`config.mk`:
```
export PLATFORM = sky130hd
export DESIGN_NAME = cmd_fifo_responder_flat
export DESIGN_NICKNAME = d
export VERILOG_FILES = /design/src/rtl/cmd_fifo_responder_pkg.sv /design/src/rtl/cmd_fifo_responder_if.sv /design/src/rtl/cmd_fifo_responder_regfile.sv /design/src/rtl/cmd_fifo_responder.sv /design/src/flat_wrapper.sv
export SDC_FILE = /design/constraint.sdc
export NUM_CORES = 2
export LEC_CHECK = 0
export BUFFER_PORTS_ARGS = -buffer_cell sky130_fd_sc_hd__buf_2
export CORE_AREA = 2 2 483 485
export CTS_BUF_LIST = sky130_fd_sc_hd__clkbuf_4 sky130_fd_sc_hd__clkbuf_8
export DETAILED_ROUTE_END_ITERATION = 7
export DIE_AREA = 0 0 485 487
export PLACE_DENSITY = 0.51
export SYNTH_ARGS = -nofsm -noshare
export SYNTH_HDL_FRONTEND = slang
export SYNTH_SLANG_ARGS = --single-unit
```
`constraint.sdc`:
```
create_clock -name clk -period 5.5 [get_ports clk]
set_input_delay 0.275 -clock clk [delete_from_list [all_inputs] [get_ports clk]]
set_output_delay 0.275 -clock clk [all_outputs]
set_load 0.005 [all_outputs]
```
`src/rtl/cmd_fifo_responder_pkg.sv`:
```
// Shared types and command-field layout for the command FIFO responder.
package cmd_fifo_responder_pkg;

  localparam int CMD_W    = 17;
  localparam int OP_BIT   = 16;
  localparam int ADDR_MSB = 15;
  localparam int ADDR_LSB = 8;
  localparam int DATA_MSB = 7;
  localparam int DATA_LSB = 0;

  localparam logic OP_READ  = 1'b0;
  localparam logic OP_WRITE = 1'b1;

  typedef enum logic [1:0] {
    IDLE  = 2'd0,
    FETCH = 2'd1,
    EXEC  = 2'd2,
    RESP  = 2'd3
  } state_e;

  // Which byte the RESP state presents to the response FIFO.
  typedef enum logic [1:0] {
    RSEL_RDATA = 2'd0,
    RSEL_ACK   = 2'd1,
    RSEL_ERR   = 2'd2
  } resp_sel_e;

  function automatic logic [7:0] sat_inc8(input logic [7:0] v);
    return (v == 8'hFF) ? v : v + 8'd1;
  endfunction

endpackage

```
`src/rtl/cmd_fifo_responder_if.sv`:
```
// Command-FIFO read port and response-FIFO write port seen by the responder.
interface cmd_fifo_responder_if;
  import cmd_fifo_responder_pkg::*;

  logic             cmd_fifo_rd_en;
  logic [CMD_W-1:0] cmd_fifo_data;
  logic             cmd_fifo_empty;
  logic             resp_fifo_wr_en;
  logic [7:0]       resp_fifo_data;
  logic             resp_fifo_full;

  // Responder side: pops commands and pushes responses.
  modport master (
    output cmd_fifo_rd_en,
    input  cmd_fifo_data,
    input  cmd_fifo_empty,
    output resp_fifo_wr_en,
    output resp_fifo_data,
    input  resp_fifo_full
  );

  // FIFO side.
  modport slave (
    input  cmd_fifo_rd_en,
    output cmd_fifo_data,
    output cmd_fifo_empty,
    input  resp_fifo_wr_en,
    input  resp_fifo_data,
    output resp_fifo_full
  );

endinterface

```
`src/rtl/cmd_fifo_responder_regfile.sv`:
```
// Single-port byte RAM: synchronous write, registered read, no reset so it
// maps onto block or distributed RAM.
module responder_regfile
  import cmd_fifo_responder_pkg::*;
#(
  parameter int AW = 8
) (
  input  logic                   clk,
  input  logic                   we,
  input  logic                   re,
  input  logic [AW-1:0]          addr,
  input  logic [DATA_MSB:DATA_LSB] wdata,
  output logic [DATA_MSB:DATA_LSB] rdata
);

  logic [DATA_MSB:DATA_LSB] mem [2**AW];

  // Write port and registered read port share one address.
  always_ff @(posedge clk) begin
    if (we) mem[addr] <= wdata;
    if (re) rdata <= mem[addr];
  end

endmodule

```
`src/rtl/cmd_fifo_responder.sv`:
```
// Pops 17-bit commands, executes them against a local byte register file and
// pushes 8-bit results into the response FIFO.
//
//   state | meaning
//   ------+---------------------------------------------------------------
//   IDLE  | waiting for a command; pop strobe = !empty (once armed)
//   FETCH | FIFO read data valid; latch op/addr/wdata
//   EXEC  | range check, RAM write or read issue, counters update
//   RESP  | present response byte; push once the response FIFO has room
module cmd_fifo_responder
  import cmd_fifo_responder_pkg::*;
#(
  parameter int         MEM_DEPTH  = 256,
  parameter bit         ACK_WRITES = 1'b0,
  parameter logic [7:0] ACK_BYTE   = 8'hA5,
  parameter logic [7:0] ERR_BYTE   = 8'hEE
) (
  input  logic                 clk,
  input  logic                 rst_n,
  cmd_fifo_responder_if.master bus,
  output logic                 busy,
  output logic [15:0]          cmd_count,
  output logic [7:0]           err_count
);

  localparam int         AW        = (MEM_DEPTH > 1) ? $clog2(MEM_DEPTH) : 1;
  localparam logic [8:0] DEPTH_LIM = 9'(MEM_DEPTH);

  state_e     state_q, state_d;
  resp_sel_e  rsel_q, rsel_d;
  logic       armed_q;
  logic       op_q;
  logic [7:0] addr_q;
  logic [7:0] wdata_q;
  logic [7:0] last_resp_q;
  logic [7:0] ram_rdata;
  logic [7:0] resp_byte;
  logic       in_range;
  logic       exec_cyc;
  logic       ram_we;
  logic       ram_re;
  logic       pop;
  logic       push;

  assign in_range = ({1'b0, addr_q} < DEPTH_LIM);
  assign exec_cyc = (state_q == EXEC);
  assign ram_we   = exec_cyc && in_range && (op_q == OP_WRITE);
  assign ram_re   = exec_cyc && in_range && (op_q == OP_READ);

  responder_regfile #(.AW(AW)) u_regfile (
    .clk   (clk),
    .we    (ram_we),
    .re    (ram_re),
    .addr  (addr_q[AW-1:0]),
    .wdata (wdata_q),
    .rdata (ram_rdata)
  );

  // Next-state and handshake strobes; pop and push are combinational so
  // that each command costs only one pop and full blocks the push directly.
  always_comb begin
    state_d = state_q;
    rsel_d  = rsel_q;
    pop     = 1'b0;
    push    = 1'b0;
    unique case (state_q)
      IDLE: begin
        if (armed_q && !bus.cmd_fifo_empty) begin
          pop     = 1'b1;
          state_d = FETCH;
        end
      end
      FETCH: state_d = EXEC;
      EXEC: begin
        if (!in_range) begin
          rsel_d  = RSEL_ERR;
          state_d = ((op_q == OP_READ) || ACK_WRITES) ? RESP : IDLE;
        end else if (op_q == OP_WRITE) begin
          rsel_d  = RSEL_ACK;
          state_d = ACK_WRITES ? RESP : IDLE;
        end else begin
          rsel_d  = RSEL_RDATA;
          state_d = RESP;
        end
      end
      RESP: begin
        if (!bus.resp_fifo_full) begin
          push    = 1'b1;
          state_d = IDLE;
        end
      end
      default: state_d = IDLE;
    endcase
  end

  // Response byte select; read data comes straight from the RAM register,
  // which holds still while the FSM waits in RESP.
  always_comb begin
    resp_byte = ram_rdata;
    unique case (rsel_q)
      RSEL_ACK: resp_byte = ACK_BYTE;
      RSEL_ERR: resp_byte = ERR_BYTE;
      default:  resp_byte = ram_rdata;
    endcase
  end

  assign bus.cmd_fifo_rd_en  = pop;
  assign bus.resp_fifo_wr_en = push;
  assign bus.resp_fifo_data  = (state_q == RESP) ? resp_byte : last_resp_q;
  assign busy                = (state_q != IDLE);

  // State, command latch, counters and last-pushed byte. armed_q keeps the
  // pop strobe low while reset is held, so no command is lost during reset.
  always_ff @(posedge clk or negedge rst_n) begin
    if (!rst_n) begin
      state_q     <= IDLE;
      rsel_q      <= RSEL_RDATA;
      armed_q     <= 1'b0;
      op_q        <= OP_READ;
      addr_q      <= 8'h00;
      wdata_q     <= 8'h00;
      last_resp_q <= 8'h00;
      cmd_count   <= 16'h0000;
      err_count   <= 8'h00;
    end else begin
      state_q <= state_d;
      rsel_q  <= rsel_d;
      armed_q <= 1'b1;
      if (state_q == FETCH) begin
        op_q    <= bus.cmd_fifo_data[OP_BIT];
        addr_q  <= bus.cmd_fifo_data[ADDR_MSB:ADDR_LSB];
        wdata_q <= bus.cmd_fifo_data[DATA_MSB:DATA_LSB];
      end
      if (exec_cyc) begin
        cmd_count <= cmd_count + 16'd1;
        if (!in_range) err_count <= sat_inc8(err_count);
      end
      if (push) last_resp_q <= resp_byte;
    end
  end

endmodule

```
`src/flat_wrapper.sv`:
```
// flat-port wrapper written by rule: the top's interface ports become plain ports
module cmd_fifo_responder_flat import cmd_fifo_responder_pkg::*;
#(
  parameter int         MEM_DEPTH  = 256,
  parameter bit         ACK_WRITES = 1'b0,
  parameter logic [7:0] ACK_BYTE   = 8'hA5,
  parameter logic [7:0] ERR_BYTE   = 8'hEE
)
  (clk, rst_n, busy, cmd_count, err_count, bus_cmd_fifo_rd_en, bus_cmd_fifo_data, bus_cmd_fifo_empty, bus_resp_fifo_wr_en, bus_resp_fifo_data, bus_resp_fifo_full);
  cmd_fifo_responder_if bus_i ();
  input  logic clk;
  input  logic rst_n;
  output logic busy;
  output logic [15:0] cmd_count;
  output logic [7:0] err_count;
  output wire logic [$bits(bus_i.cmd_fifo_rd_en)-1:0] bus_cmd_fifo_rd_en;
  input wire logic [$bits(bus_i.cmd_fifo_data)-1:0] bus_cmd_fifo_data;
  input wire logic [$bits(bus_i.cmd_fifo_empty)-1:0] bus_cmd_fifo_empty;
  output wire logic [$bits(bus_i.resp_fifo_wr_en)-1:0] bus_resp_fifo_wr_en;
  output wire logic [$bits(bus_i.resp_fifo_data)-1:0] bus_resp_fifo_data;
  input wire logic [$bits(bus_i.resp_fifo_full)-1:0] bus_resp_fifo_full;
  assign bus_cmd_fifo_rd_en = bus_i.cmd_fifo_rd_en;
  assign bus_i.cmd_fifo_data = bus_cmd_fifo_data;
  assign bus_i.cmd_fifo_empty = bus_cmd_fifo_empty;
  assign bus_resp_fifo_wr_en = bus_i.resp_fifo_wr_en;
  assign bus_resp_fifo_data = bus_i.resp_fifo_data;
  assign bus_i.resp_fifo_full = bus_resp_fifo_full;
  cmd_fifo_responder #(.MEM_DEPTH(MEM_DEPTH), .ACK_WRITES(ACK_WRITES), .ACK_BYTE(ACK_BYTE), .ERR_BYTE(ERR_BYTE)) u_core (.clk(clk), .rst_n(rst_n), .bus(bus_i), .busy(busy), .cmd_count(cmd_count), .err_count(err_count));
endmodule
```
==> results.py <==
metrics = {
    "floorplan": {
        "die-area_um2": 236000,
        "floorplan.initialDensity_pct": 34.8,
        "io-pin-count": 56,
        "row_count": 177,
        "dieWidth_um": 485,
        "die_height_um": 487,
        "floorplan.core_area_um2": 231000,
    },
    "pwr": {
        "power_density_nw_per_um2": 524,
        "power_switching_share_pct": 32.8,
        "combPwrFrac_pct": 28.3,
        "clock_power_share_pct": 28.0,
        "static-leakage-power_uw": 0.0282,
        "p_total_uw": 48200,
        "power.net_switching_uw": 15800,
        "max-vdd-ir-drop_mv": 0.665,
        "p_int_uw": 32400,
        "seq_power_share_pct": 43.8,
    },
    "clock_network": {
        "cts.root.buffer_cell": "clkbuf_8",
        "cts_buffers": 359,
        "cts.clk_slew.worst_paths_ps": 60,
        "cts-htree-levels": 5,
        "cts.sink_count": 2101,
        "clk_path_buf_depth": 4,
        "cts_tree": "built",
        "clk-insertion-delay-late_ps": 1080,
        "cts_resized": 0,
    },
    "layout": {
        "area_growth_syn_to_layout_pct": 14.3,
        "fillers": 20500,
        "finish.cell_count_without_fillers": 7344,
        "proportion_of_layout_cells_with_a_drive_suffix_above_1_pct": 30.0,
        "finalNetCount": 4071,
        "post-route-cell-area_um2": 91900,
    },
    "sta": {
        "setup_repair_after_global_routing_missed_its_margin": "false",
        "post-route-min-period_ps": 4490,
        "fin_hold_ws_ps": 152,
        "achievable-frequency_ghz": 0.223,
        "clock-skew-final_ps": 64.3,
        "slew_viol_final": 0,
        "timing.final.setup_violations": 0,
        "hold_viol_final": 0,
        "timing.slew.headroom_pct": 17.5,
        "worst_slew_pin_slew_ps": 1220,
        "final.setup.tns_ps": 0,
        "post_route_clock_period_utilization_pct": 81.6,
    },
    "yosys": {
        "synth_top_cells_by_area": "edfxtp_1, mux4_2, a22oi_1",
        "synth_area_um2": 80400,
        "ys_seq_elements": 2101,
        "edff_count_synth": 2056,
        "synth.distinct_cells": 33,
        "ys_seq_area_share_pct": 78.1,
        "synth_ff_type": "edfxtp_1",
        "postSynthCellCount": 3700,
        "synth-warning-count": 0,
        "synth.largest_area_cell": "edfxtp_1",
        "synth_largest_type_area_fraction_pct": 76.7,
        "synth_top_cells_by_count": "edfxtp_1, mux4_2, nor2_1",
        "share_of_flip_flops_with_an_asynchronous_set_or_reset_pct": 2.14,
        "synth_most_common_cell": "edfxtp_1",
        "avgSynthCellArea_um2": 21.7,
    },
    "placement": {
        "place_inst": 6696,
        "placedInstanceArea_um2": 84900,
        "buffer_ports.inserted": 47,
        "place_hpwl_um": 121000,
        "globalplace.congestion": 0.777,
    },
    "setup_path": {
        "worstPathCellList": "buf_12, buf_4, mux4_2, a22oi_1, a21oi_1, o41ai_1, buf_4, nand4_1",
        "crit_path_end_kind": "flop",
        "critical_path_required_ps": 6240,
        "worst-r2r-setup-slack_ps": 1010,
        "timing.critical_path.fanout_max": 61,
        "crit_slowest_cell": "o41ai_1",
        "critPathLaunchType": "flop",
        "critical_path.most_common_cell": "buf_4",
        "r2r-start": "u_core.addr_q[0]",
        "worst_path_largest_cell_delay_ps": 1020,
        "critPathBufInv": 3,
        "crit-reg2reg-capture": "u_core.u_regfile.rdata[2]",
        "timing.setup.critical_path_class": "flop to flop",
        "worstRegToRegCells": 8,
        "worst_path_dominant_cell_family": "compound AO/OA/AOI/OAI gates",
        "timing.critical_path.arrival_ps": 5230,
    },
    "hold_path": {
        "hold_path.class": "primary input to flop",
        "min_from": "bus_cmd_fifo_data[15]",
        "holdPathStages": 3,
        "worstHoldEndpoint": "u_core.addr_q[7]",
    },
    "drt": {
        "wire_per_inst_um": 28.8,
        "dr_vias": 39200,
        "drt_pass1_iterations": 5,
        "avgViaCountPerCell": 5.33,
        "route.antenna.remaining_nets": 0,
        "drt_iter0_markers": 3781,
        "drcViolationCount": 0,
        "detail_route.wirelength_um": 211000,
    },
    "grt": {
        "grt_antenna_before_repair": 3,
        "track_usage_pct": 17.7,
        "grt.overflow.total": 0,
        "grt_start_max_net_pins": 189,
        "grt_first_pass_wirelength_um": 302000,
        "number_of_global_route_vias_before_repair": 40500,
    },
    "outcome": {
        "outcome": "complete, no violations",
    },
    "flow_run": {
        "drv.max_cap_violation_count": 0,
    },
}
-- worst max-delay path by stage --
| stage | start | end | slack (ps) | depth (start not counted) |
|---|---|---|---|---|
| after global routing | u_core.addr_q[0] | u_core.u_regfile.rdata[2] | 830 | 8 |
| after floorplan | u_core.wdata_q[0] | u_core.u_regfile.mem[0][0] | 1520 | 0 |
| after CTS | u_core.addr_q[0] | u_core.u_regfile.rdata[2] | 960 | 8 |
| after detailed placement | u_core.addr_q[0] | u_core.u_regfile.rdata[2] | 990 | 8 |
| after global placement | u_core.addr_q[0] | u_core.u_regfile.rdata[4] | 600 | 7 |
| final | u_core.addr_q[0] | u_core.u_regfile.rdata[2] | 1010 | 8 |
-- state kept, by name (all words and copies together) (netlist names) --
name,flops
u_core.u_regfile.rdata,8
u_core.op_q,1
u_core.armed_q,1
u_core.last_resp_q,8
u_core.rsel_q,1
u_core.state_q,2
u_core.cmd_count,16
u_core.u_regfile.mem,2048
u_core.wdata_q,8
u_core.addr_q,8
-- what timing repair did --
action                    CTS  global route
hold buffers               35             0
setup buffers               0             0
hold endpoints to repair   72             0
-- per-stage QoR --
stage | util [%] | worst slack [ps]
5_1_grt | 39.7 | 834
3_5_place_dp | 36.7 | 994
4_1_cts | 39.7 | 963
3_3_place_gp | 36.7 | 599
6_report | 39.7 | 1010
2_1_floorplan | - | 1520
-- cells by family (layout without fill, tap and decap cells) --
group           Yosys count  in the layout  synth area share [%]
other cells               2             10               0.00934
fa+ha+maj                 1              1                0.0156
flops                  2101           2101                  78.1
buf+inv                 243            836                  1.43
simple gates            373            373                  1.88
compound gates          436            436                  3.78
mux                     529            529                  14.6
xor+xnor                 15             15                 0.163
-- final cells by class --
type	count	area, µm²	area share (%)
sequential	2101	62900	68.4
inverter	3	11.3	0.0123
multi-input combinational	1363	16600	18.0
clock buffer	456	5710	6.22
tap	3043	3810	4.14
clock inverter	156	973	1.06
timing repair buffer	221	1920	2.09
antenna	1	2.50	0.00272
-- layer usage --
metal	routed length (µm)	global-route usage [%]
met3	12300	3.60
met2	103000	28.6
met1	91000	24.2
met4	4930	5.18
met5	0	0
-- power groups by stage --
stage / sequential [µW] / clock, µW / combinational, µW
floorplan: 22300 / 0 / 7640
global placement: 21400 / 0 / 13700
detailed placement: 21400 / 0 / 13800
CTS: 21100 / 13800 / 13800
global route: 21200 / 14500 / 14400
finish: 21100 / 13500 / 13600
-- worst register-to-register path, cell delays in order (launching register included) --
cell and delay, ps:
dfrtp_4 910, buf_12 530, buf_4 480, mux4_2 530, a22oi_1 190, a21oi_1 170, o41ai_1 1020, buf_4 270
nand4_1 90
-- cells in the final DEF (no fill, tap or decap), types with 14 or more instances in the layout --
cell type,synthesis,layout
o21ai_0,18,18
buf_2,30,47
mux4_2,512,512
nand2_1,60,44
clkbuf_8,0,366
clkinv_1,0,92
nand4_1,14,14
clkinv_2,0,41
dlygate4sd3_1,0,35
a21oi_1,129,129
a22oi_1,256,256
mux2_2,17,17
edfxtp_1,2056,2056
o41ai_2,12,19
buf_4,28,116
buf_12,0,23
nor2_1,268,267
dfrtp_1,45,35
nand2_2,0,16
clkbuf_4,0,90
(Power assumes the default switching activity.)
